--- src/rtl/dffrsnq_pipe.sv ---
// Purpose: DEPTH-stage valid/ready register pipeline with sync reset, sync set and a full-width scan chain.
// Latency: DEPTH cycles from input presentation to Q_VLD on an empty pipe; 1 word/cycle sustained.
// Backpressure: Q_RDY low stalls only the valid run at the output end; bubbles behind it keep collapsing.
module dffrsnq_pipe #(
    parameter int               WIDTH   = 8,
    parameter int               DEPTH   = 4,
    parameter logic [WIDTH-1:0] SET_VAL = {WIDTH{1'b1}}
) (
    input  logic                       CLK,
    input  logic                       RN,
    input  logic                       SETN,
    input  logic                       SE,
    input  logic                       SI,
    output logic                       SO,
    input  logic [WIDTH-1:0]           D,
    input  logic                       D_VLD,
    output logic                       D_RDY,
    output logic [WIDTH-1:0]           Q,
    output logic                       Q_VLD,
    input  logic                       Q_RDY,
    output logic [$clog2(DEPTH+1)-1:0] OCC
);

    localparam int OW = $clog2(DEPTH + 1);
    localparam int NB = WIDTH * DEPTH;

    if (WIDTH < 1 || WIDTH > 64 || DEPTH < 2 || DEPTH > 16) begin : g_param_chk
        $error("dffrsnq_pipe: WIDTH must be 1..64 and DEPTH 2..16");
    end

    logic [DEPTH-1:0][WIDTH-1:0] data_q;
    logic [DEPTH-1:0][WIDTH-1:0] data_d;
    logic [DEPTH-1:0]            vld_q;
    logic [DEPTH-1:0]            vld_d;
    logic [DEPTH-1:0]            adv;
    logic [OW-1:0]               occ_q;
    logic [OW-1:0]               occ_d;
    logic [NB-1:0]               chain;
    logic                        run_full;
    logic                        in_xfer;

    // Stage i can move only if some stage at or beyond it is empty, or the
    // output end is draining; scanning down from the output avoids a
    // self-referencing ripple through adv[].
    always_comb begin
        adv      = '0;
        run_full = 1'b1;
        for (int i = DEPTH - 1; i >= 0; i--) begin
            run_full = run_full & vld_q[i];
            adv[i]   = Q_RDY | ~run_full;
        end
    end

    assign D_RDY   = adv[0] & ~SE & RN & SETN;
    assign in_xfer = D_VLD & D_RDY;
    assign chain   = data_q;

    always_comb begin
        data_d = data_q;
        vld_d  = vld_q;
        if (!SETN) begin
            data_d = {DEPTH{SET_VAL}};
        end else if (SE) begin
            // data_q flattens with stage 0 bit 0 at the LSB, so one left
            // shift walks every bit along the chain towards SO.
            data_d = {chain[NB-2:0], SI};
        end else begin
            if (adv[0]) begin
                data_d[0] = D;
                vld_d[0]  = in_xfer;
            end
            for (int i = 1; i < DEPTH; i++) begin
                if (adv[i]) begin
                    data_d[i] = data_q[i-1];
                    vld_d[i]  = vld_q[i-1];
                end
            end
        end
    end

    always_comb begin
        occ_d = '0;
        for (int i = 0; i < DEPTH; i++) begin
            occ_d = occ_d + OW'(vld_d[i]);
        end
    end

    always_ff @(posedge CLK) begin
        if (!RN) begin
            data_q <= '0;
            vld_q  <= '0;
            occ_q  <= '0;
        end else begin
            data_q <= data_d;
            vld_q  <= vld_d;
            occ_q  <= occ_d;
        end
    end

    assign Q     = data_q[DEPTH-1];
    assign Q_VLD = vld_q[DEPTH-1] & ~SE;
    assign SO    = data_q[DEPTH-1][WIDTH-1];
    assign OCC   = occ_q;

endmodule

--- config.mk ---
export PLATFORM = sky130hd
export DESIGN_NAME = dffrsnq_pipe
export DESIGN_NICKNAME = d
export VERILOG_FILES = /design/src/rtl/dffrsnq_pipe.sv
export SDC_FILE = /design/constraint.sdc
export NUM_CORES = 1
export LEC_CHECK = 0
export ABC_AREA = 1
export ABC_CLOCK_PERIOD_IN_PS = 2200
export CAP_MARGIN = 20
export CORE_MARGIN = 1.5
export CORE_UTILIZATION = 50
export DETAILED_ROUTE_END_ITERATION = 6
export GPL_ROUTABILITY_DRIVEN = 1
export HOLD_SLACK_MARGIN = 0.05
export PLACE_DENSITY = 0.76
export SYNTH_ARGS = -nofsm -noshare
export SYNTH_HDL_FRONTEND = slang
export SYNTH_SLANG_ARGS = --single-unit
--- constraint.sdc ---
create_clock -name CLK -period 2.2 [get_ports CLK]
set_input_delay 0.44 -clock CLK [delete_from_list [all_inputs] [get_ports CLK]]
set_output_delay 0.44 -clock CLK [all_outputs]
set_load 0.02 [all_outputs]
==> results of run 1 <==
## state kept, by name, indices dropped and copies added, names as in the netlist
signal  flops
vld_q       4
Q           8
OCC         3
chain      24
## layout by cell type (no fill, tap or decap)
master / n
dlygate4sd2_1: 6
nor2_2: 3
fa_1: 1
o21ai_0: 10
nand2_1: 99
inv_4: 1
clkbuf_8: 6
nand3_1: 56
a31oi_1: 1
inv_1: 34
inv_2: 2
nand4_1: 1
nand2_4: 4
dfxtp_1: 39
clkinv_2: 1
nand2_2: 1
nor2_4: 3
a21oi_1: 9
buf_4: 21
clkdlybuf4s50_1: 22
nor2_1: 61
nand3_2: 1
nor2_8: 2
ha_1: 2
and3_1: 1
## critical path, cell delays in order
cell and delay (ps):
dlygate4sd2_1 270, buf_4 160, nor2_8 130, nand2_4 60, and3_1 180, fa_1 480, inv_1 40, ha_1 170
ha_1 260, nand2_1 70, inv_1 50
## per-stage QoR
stage | instance area, µm² | utilization | setup WS, ps | hold slack [ps] | std cells
global placement | 2620 | 0.597 | -396 | 511 | 432
floorplan | 2300 | - | 7.35 | 479 | 359
CTS | 2700 | 0.616 | 97.6 | 540 | 439
detailed placement | 2620 | 0.597 | -442 | 519 | 432
global route | 2700 | 0.616 | 29.3 | 563 | 439
finish | 2700 | 0.616 | 91.7 | 537 | 439
## final timing paths
| path | start | endpoint | slack [ps] | cells after the start |
|---|---|---|---|---|
| hold / removal | vld_q[1]$_SDFF_PN0_ | vld_q[2]$_SDFF_PN0_ | 540 | 2 |
| setup reg to reg | vld_q[3]$_SDFF_PN0_ | OCC[1]$_SDFF_PN0_ | 140 | 11 |
| hold reg to reg | vld_q[1]$_SDFF_PN0_ | vld_q[2]$_SDFF_PN0_ | 540 | 2 |
| setup / recovery | SE | OCC[1]$_SDFF_PN0_ | 90 | 11 |
## where the power goes
part           internal (W)  total, W  switching, W  leakage, nW
logic              0.000116  0.000265      0.000149        0.986
clock network      0.000246  0.000504      0.000258       0.0470
registers          0.000753  0.000786     0.0000339        0.325
total               0.00111   0.00156      0.000440         1.36
## logic make-up after synthesis
| family | after synthesis |
|---|---|
| compound gates | 20 |
| flops | 39 |
| simple gates | 232 |
| buf+inv | 65 |
| fa+ha+maj | 3 |
## cell type report
class	instances	area, µm²
clock buffers	6	82.6
clock inverters	1	5.00
fillers	433	1690
inverters	37	141
multi-input cells	255	1190
flip-flops and latches	39	781
well taps	52	65.1
repair buffers	49	430
## metal layers
metal | vias up | track usage | part of all wire
met5 | - | 0 | 0
met4 | 0 | 0.0964 | 0.013
met3 | 7 | 0.0470 | 0.046
met2 | 59 | 0.370 | 0.46
met1 | 966 | 0.272 | 0.48
li1 | 1157 | - | -
==> summary.md, run 1 <==
| Metric | Value |
|---|---|
| Port bufs | 28 |
| Worst EP required | 2390 ps |
| GRT Total Usage | 0.220 |
| Critical path class | input port to register |
| Post-synth ARST share | 0 |
| TritonRoute pass-1 iters | 4 |
| Most frequent cell after synthesis | nand2_1 |
| CTS root buf | clkbuf_8 |
| Tmin final | 2110 ps |
| Outcome | finished clean |
| CTS H-tree lvls | 2 |
| Total number of yosys warnings | 0 |
| Die height | 70.6 µm |
| PwrDens | 576 mW/mm² |
| TritonCTS Buffers | 5 |
| Drt initial violations | 126 |
| Synth cell count leaders | 99 x nand2_1, 61 x nor2_1, 57 x nand3_1 |
| Post-Synthesis Cells | 359 |
| Setup bufs post-CTS | 0 |
| Synth Area in Compound Gates | 0.0443 |
| Clock Tree Buf Depth | 2 |
| Full die area | 0.00499 mm² |
| Skew final | 3.47 ps |
| Area grow syn2layout | 18.1% |
| Number of routed nets with antenna violations | 0 |
| Hold Vio Cnt, Final | 0 |
| Detailed Place HPWL | 3330 µm |
| Diodes inserted | 0 |
| Post-synth top flop | dfxtp_1 |
| Layout cells sized above 1 | 0.116 |
| Avg Inst Size Synth | 6.37 µm² |
| Distinct cell type count after synthesis | 24 |
| Simple-Gate Fraction of Synth Area | 0.454 |
| Largest fanout on the critical path | 4 |
| Post-Synth Adder-Cell Area | 0.0197 |
| Number of synthesized register bits | 39 |
| Largest family of logic cells by synthesized area | simple AND/OR/NAND/NOR gates |
| Top post-synthesis cells by area | dfxtp_1 34%, nand2_1 16%, nand3_1 12%, nor2_1 10%, inv_1 5.6% |
| Routed WL per cell | 11.4 µm |
| Largest area contributor in the netlist | dfxtp_1 |
| Initial Util | 0.521 |
| XOR/XNOR Fraction of Synth Area | 0 |
| Synth top area share | 0.342 |
| Maximum clock frequency | 474 MHz |
| Sink Count | 39 |
| Max-Cap Viols | 0 |
| Setup TNS | 0 ps |
| Fin crit share | 0.958 |
| Startpoint Class | input port |
| First-pass GRT wire length | 8980 µm |
| LEAKAGE | 1.36 nW |
| DRC | 0 |
| Worst-Margin Slew | 355 ps |
| Final nets | 405 |
| Total Power | 0.00156 W |
| Clk_lat worst skew | 290 ps |
| Via count | 2189 |
| Mux contribution to synthesized area | 0 |
| Slew margin rel. | 0.763 |
| Final Setup Violations | 0 |
| Final WL | 5010 µm |
| Max-slew violation count | 0 |
| Number of flops mapped to enable cells by yosys | 0 |
| Vias/cell | 4.99 |
| HP Class | register to register |
| Row count | 24 |
| Worst setup EP type | register |
| Synthesized cell area | 0.00229 mm² |
| Post-synthesis sequential area ratio | 0.342 |
| Vias in the first global route | 2061 |
| Die width | 70.6 µm |
| Maximum vdd drop | 0.000302 V |
| Initial antenna violation count | 0 |
| Remaining global-route overflow | 0 |
| Post-CTS Hold Buffers | 0 |
| IO Pins | 29 |
| CP Data Arrival Time | 2300 ps |
| Syn nets | 377 |
| CTS tree | done |
| RSZ-0062 raised after global routing | no |
| CTS resizes | 6 |
| Total core area | 0.00438 mm² |
| GPL Wtd Cong | 0.883 |
| Worst-path clk slew | 80 ps |
| Largest net degree at the start of global routing | 34 |
No activity file was read; power rests on OpenSTA's default activity.
==> inputs of run 2 (changes only) <==
CORE_UTILIZATION = 45   (was 50)
PLACE_DENSITY = 0.7   (was 0.76)
==> run 2 against run 1 <==
Compared with the run above:
- sequential share of layout area shrank 0.78 points
- core utilization shrank 4.0 points
- register-to-register slack gained 20 ps
- critical endpoint unchanged
- clock power grew 27%
- highest routed layer unchanged
- first-iteration DRC count shrank 18%
- wire length grew 1.4%
- combinational power is essentially flat
- cell area grew 2.8%
- critical path type unchanged
- critical path depth is the same
- largest power group unchanged
- sequential power is essentially flat
==> summary.md, run 2 (synthesis results as in run 1) <==
| Metric | Value |
|---|---|
| Worst EP required | 2400 ps (about the same) |
| CTS tree | done |
| PwrDens | 611 mW/mm² (+6.1%) |
| Core Util, Final | 0.576 (-0.0397) |
| Port bufs | 28 (unchanged) |
| Diodes inserted | 0 (unchanged) |
| GRT Total Usage | 0.207 (-0.0129) |
| Number of routed nets with antenna violations | 0 (unchanged) |
| Layout cells sized above 1 | 0.125 (+0.00904) |
| Clk_lat worst skew | 300 ps (about the same) |
| Final Setup Violations | 0 (unchanged) |
| CP cell instances | dlygate4sd2_1 > buf_4 > nor2_8 > nand2_4 > and3_1 > fa_1 > inv_1 > ha_1 > ha_1 > nand2_1 > inv_1 |
| Initial antenna violation count | 0 (unchanged) |
| Detailed Place HPWL | 3460 µm (+3.9%) |
| Sw Share | 0.269 (-0.0142) |
| Routed WL per cell | 11.1 µm (-2.8%) |
| LEAKAGE | 1.39 nW (+2.7%) |
| Worst setup margin | 100 ps (+8.67 ps) |
| HP Class | input port to register |
| CTS root buf | clkbuf_8 |
| Tmin final | 2100 ps (-8.67 ps) |
| Area grow syn2layout | 21.3% |
| Crit path max-delay family | adder cells |
| CTS H-tree lvls | 2 (unchanged) |
| Internal | 0.00124 W (+11%) |
| Clk pwr share | 0.377 (+0.053) |
| Max FFs per register | 24 (unchanged) |
| Initial Util | 0.475 (-0.0469) |
| Most frequent cells in the layout | 99 x nand2_1, 61 x nor2_1, 56 x nand3_1, 39 x dfxtp_1, 34 x inv_1 |
| Slowest CP cell | fa_1 |
| Fin crit share | 0.954 (-0.00394) |
| Skew final | 6.55 ps (+3.08 ps) |
| Vias/cell | 4.84 (-2.8%) |
| Startpoint Class | input port |
| TritonCTS Buffers | 5 (unchanged) |
| Max-Cap Viols | 0 (unchanged) |
| Total core area | 0.00482 mm² (+9.9%) |
| CP Data Arrival Time | 2300 ps (about the same) |
| Fill count | 498 (+15%) |
| Hold Vio Cnt, Final | 0 (unchanged) |
| Largest fanout on the critical path | 3 (-1) |
| Via count | 2219 (+1.4%) |
| Final WL | 5080 µm (+1.4%) |
| Pre-CTS WS | -445 ps (-3.17 ps) |
| Die width | 74.3 µm (+5.2%) |
| Commonest non-fill, non-tap cell in the layout | nand2_1 |
| Sink Count | 39 (unchanged) |
| Critical path buffer and inverter count | 4 (unchanged) |
| TritonRoute pass-1 iters | 4 (unchanged) |
| Max-slew violation count | 0 (unchanged) |
| Die height | 74.3 µm (+5.2%) |
| Row count | 25 (+4.2%) |
| Remaining global-route overflow | 0 (unchanged) |
| Critical path class | input port to register |
| Final nets | 408 (+0.74%) |
| Full die area | 0.00552 mm² (+11%) |
| Sw power | 0.000456 W (+3.6%) |
| Setup bufs post-CTS | 0 (unchanged) |
| Maximum vdd drop | 0.000351 V (+16%) |
| Clock Tree Buf Depth | 2 (unchanged) |
| Outcome | finished clean |
| Slowest Stage Delay on Critical Path | 480 ps (about the same) |
| Total Power | 0.00170 W (+9.0%) |
| DRC | 0 (unchanged) |
| Slew margin rel. | 0.745 (-0.0175) |
| GPL Wtd Cong | 0.773 (-13%) |
| Vias in the first global route | 2006 (-2.7%) |
| IO Pins | 29 (unchanged) |
| Worst-Margin Slew | 381 ps (+26.1 ps) |
| Maximum clock frequency | 476 MHz (+0.41%) |
| Drt initial violations | 103 (-18%) |
| Largest net degree at the start of global routing | 35 (+2.9%) |
| Worst-path clk slew | 70 ps (about the same) |
| Combinational Power Share | 0.158 (-0.012) |
| Sequential power share | 0.464 (-0.042) |
| First-pass GRT wire length | 8910 µm (-0.77%) |
| Worst setup EP type | register |
| RSZ-0062 raised after global routing | no |
-- run 2: through the flow --
step | hold WS, ps | instances | instance area (µm²) | TNS (ps)
floorplan | 479 | 359 | 2300 | 0
global route | 556 | 458 | 2770 | 0
finish | 520 | 458 | 2770 | 0
CTS | 529 | 458 | 2770 | 0
global placement | 518 | 450 | 2660 | -1530
detailed placement | 521 | 450 | 2660 | -1610
-- run 2: worst min-delay path, delay by kind of cell --
| kind | cells | cell delay, ps |
|---|---|---|
| buffers and inverters | 3 | 310 |
| AND/OR/NAND/NOR | 1 | 40 |
-- run 2: worst paths after layout --
path / startpoint / to / slack [ps] / cells past startpoint
setup / recovery: SE / OCC[1]$_SDFF_PN0_ / 100 / 11
hold / removal: RN / OCC[1]$_SDFF_PN0_ / 520 / 4
setup reg to reg: vld_q[1]$_SDFF_PN0_ / OCC[1]$_SDFF_PN0_ / 160 / 11
hold reg to reg: vld_q[1]$_SDFF_PN0_ / vld_q[2]$_SDFF_PN0_ / 530 / 2
-- run 2: cell type report --
cell class,count,area (µm²),area share
Clock buffer,6,82.6,0.0298
Inverter,37,141,0.0510
Clock inverter,2,35.0,0.0126
Sequential cell,39,781,0.281
Multi-Input combinational cell,255,1190,0.430
Tap cell,67,83.8,0.0302
Timing Repair Buffer,52,457,0.165
-- run 2: timing repair --
| action | in CTS | in global routing |
|---|---|---|
| pin swaps | 2 | 0 |
| resized for setup | 5 | 1 |
| hold buffers | 0 | 0 |
| setup endpoints to repair | 4 | 1 |
-- run 2: metal layers --
| metal | vias up | global-route usage | part of all wire | wire [µm] |
|---|---|---|---|---|
| met5 | - | 0 | 0 | 0 |
| met4 | 0 | 0.0808 | 0.015 | 76 |
| met3 | 7 | 0.0366 | 0.040 | 204 |
| met2 | 49 | 0.334 | 0.45 | 2270 |
| met1 | 1002 | 0.276 | 0.50 | 2520 |
| li1 | 1161 | - | - | - |
-- run 2: power by group through the flow --
stage	Clock (W)	Combinational, W	Sequential [W]
after floorplan	0	0.000196	0.000796
after CTS	0.000650	0.000270	0.000787
after detailed placement	0	0.000272	0.000804
after global routing	0.000677	0.000306	0.000794
final	0.000640	0.000268	0.000787
after global placement	0	0.000269	0.000803
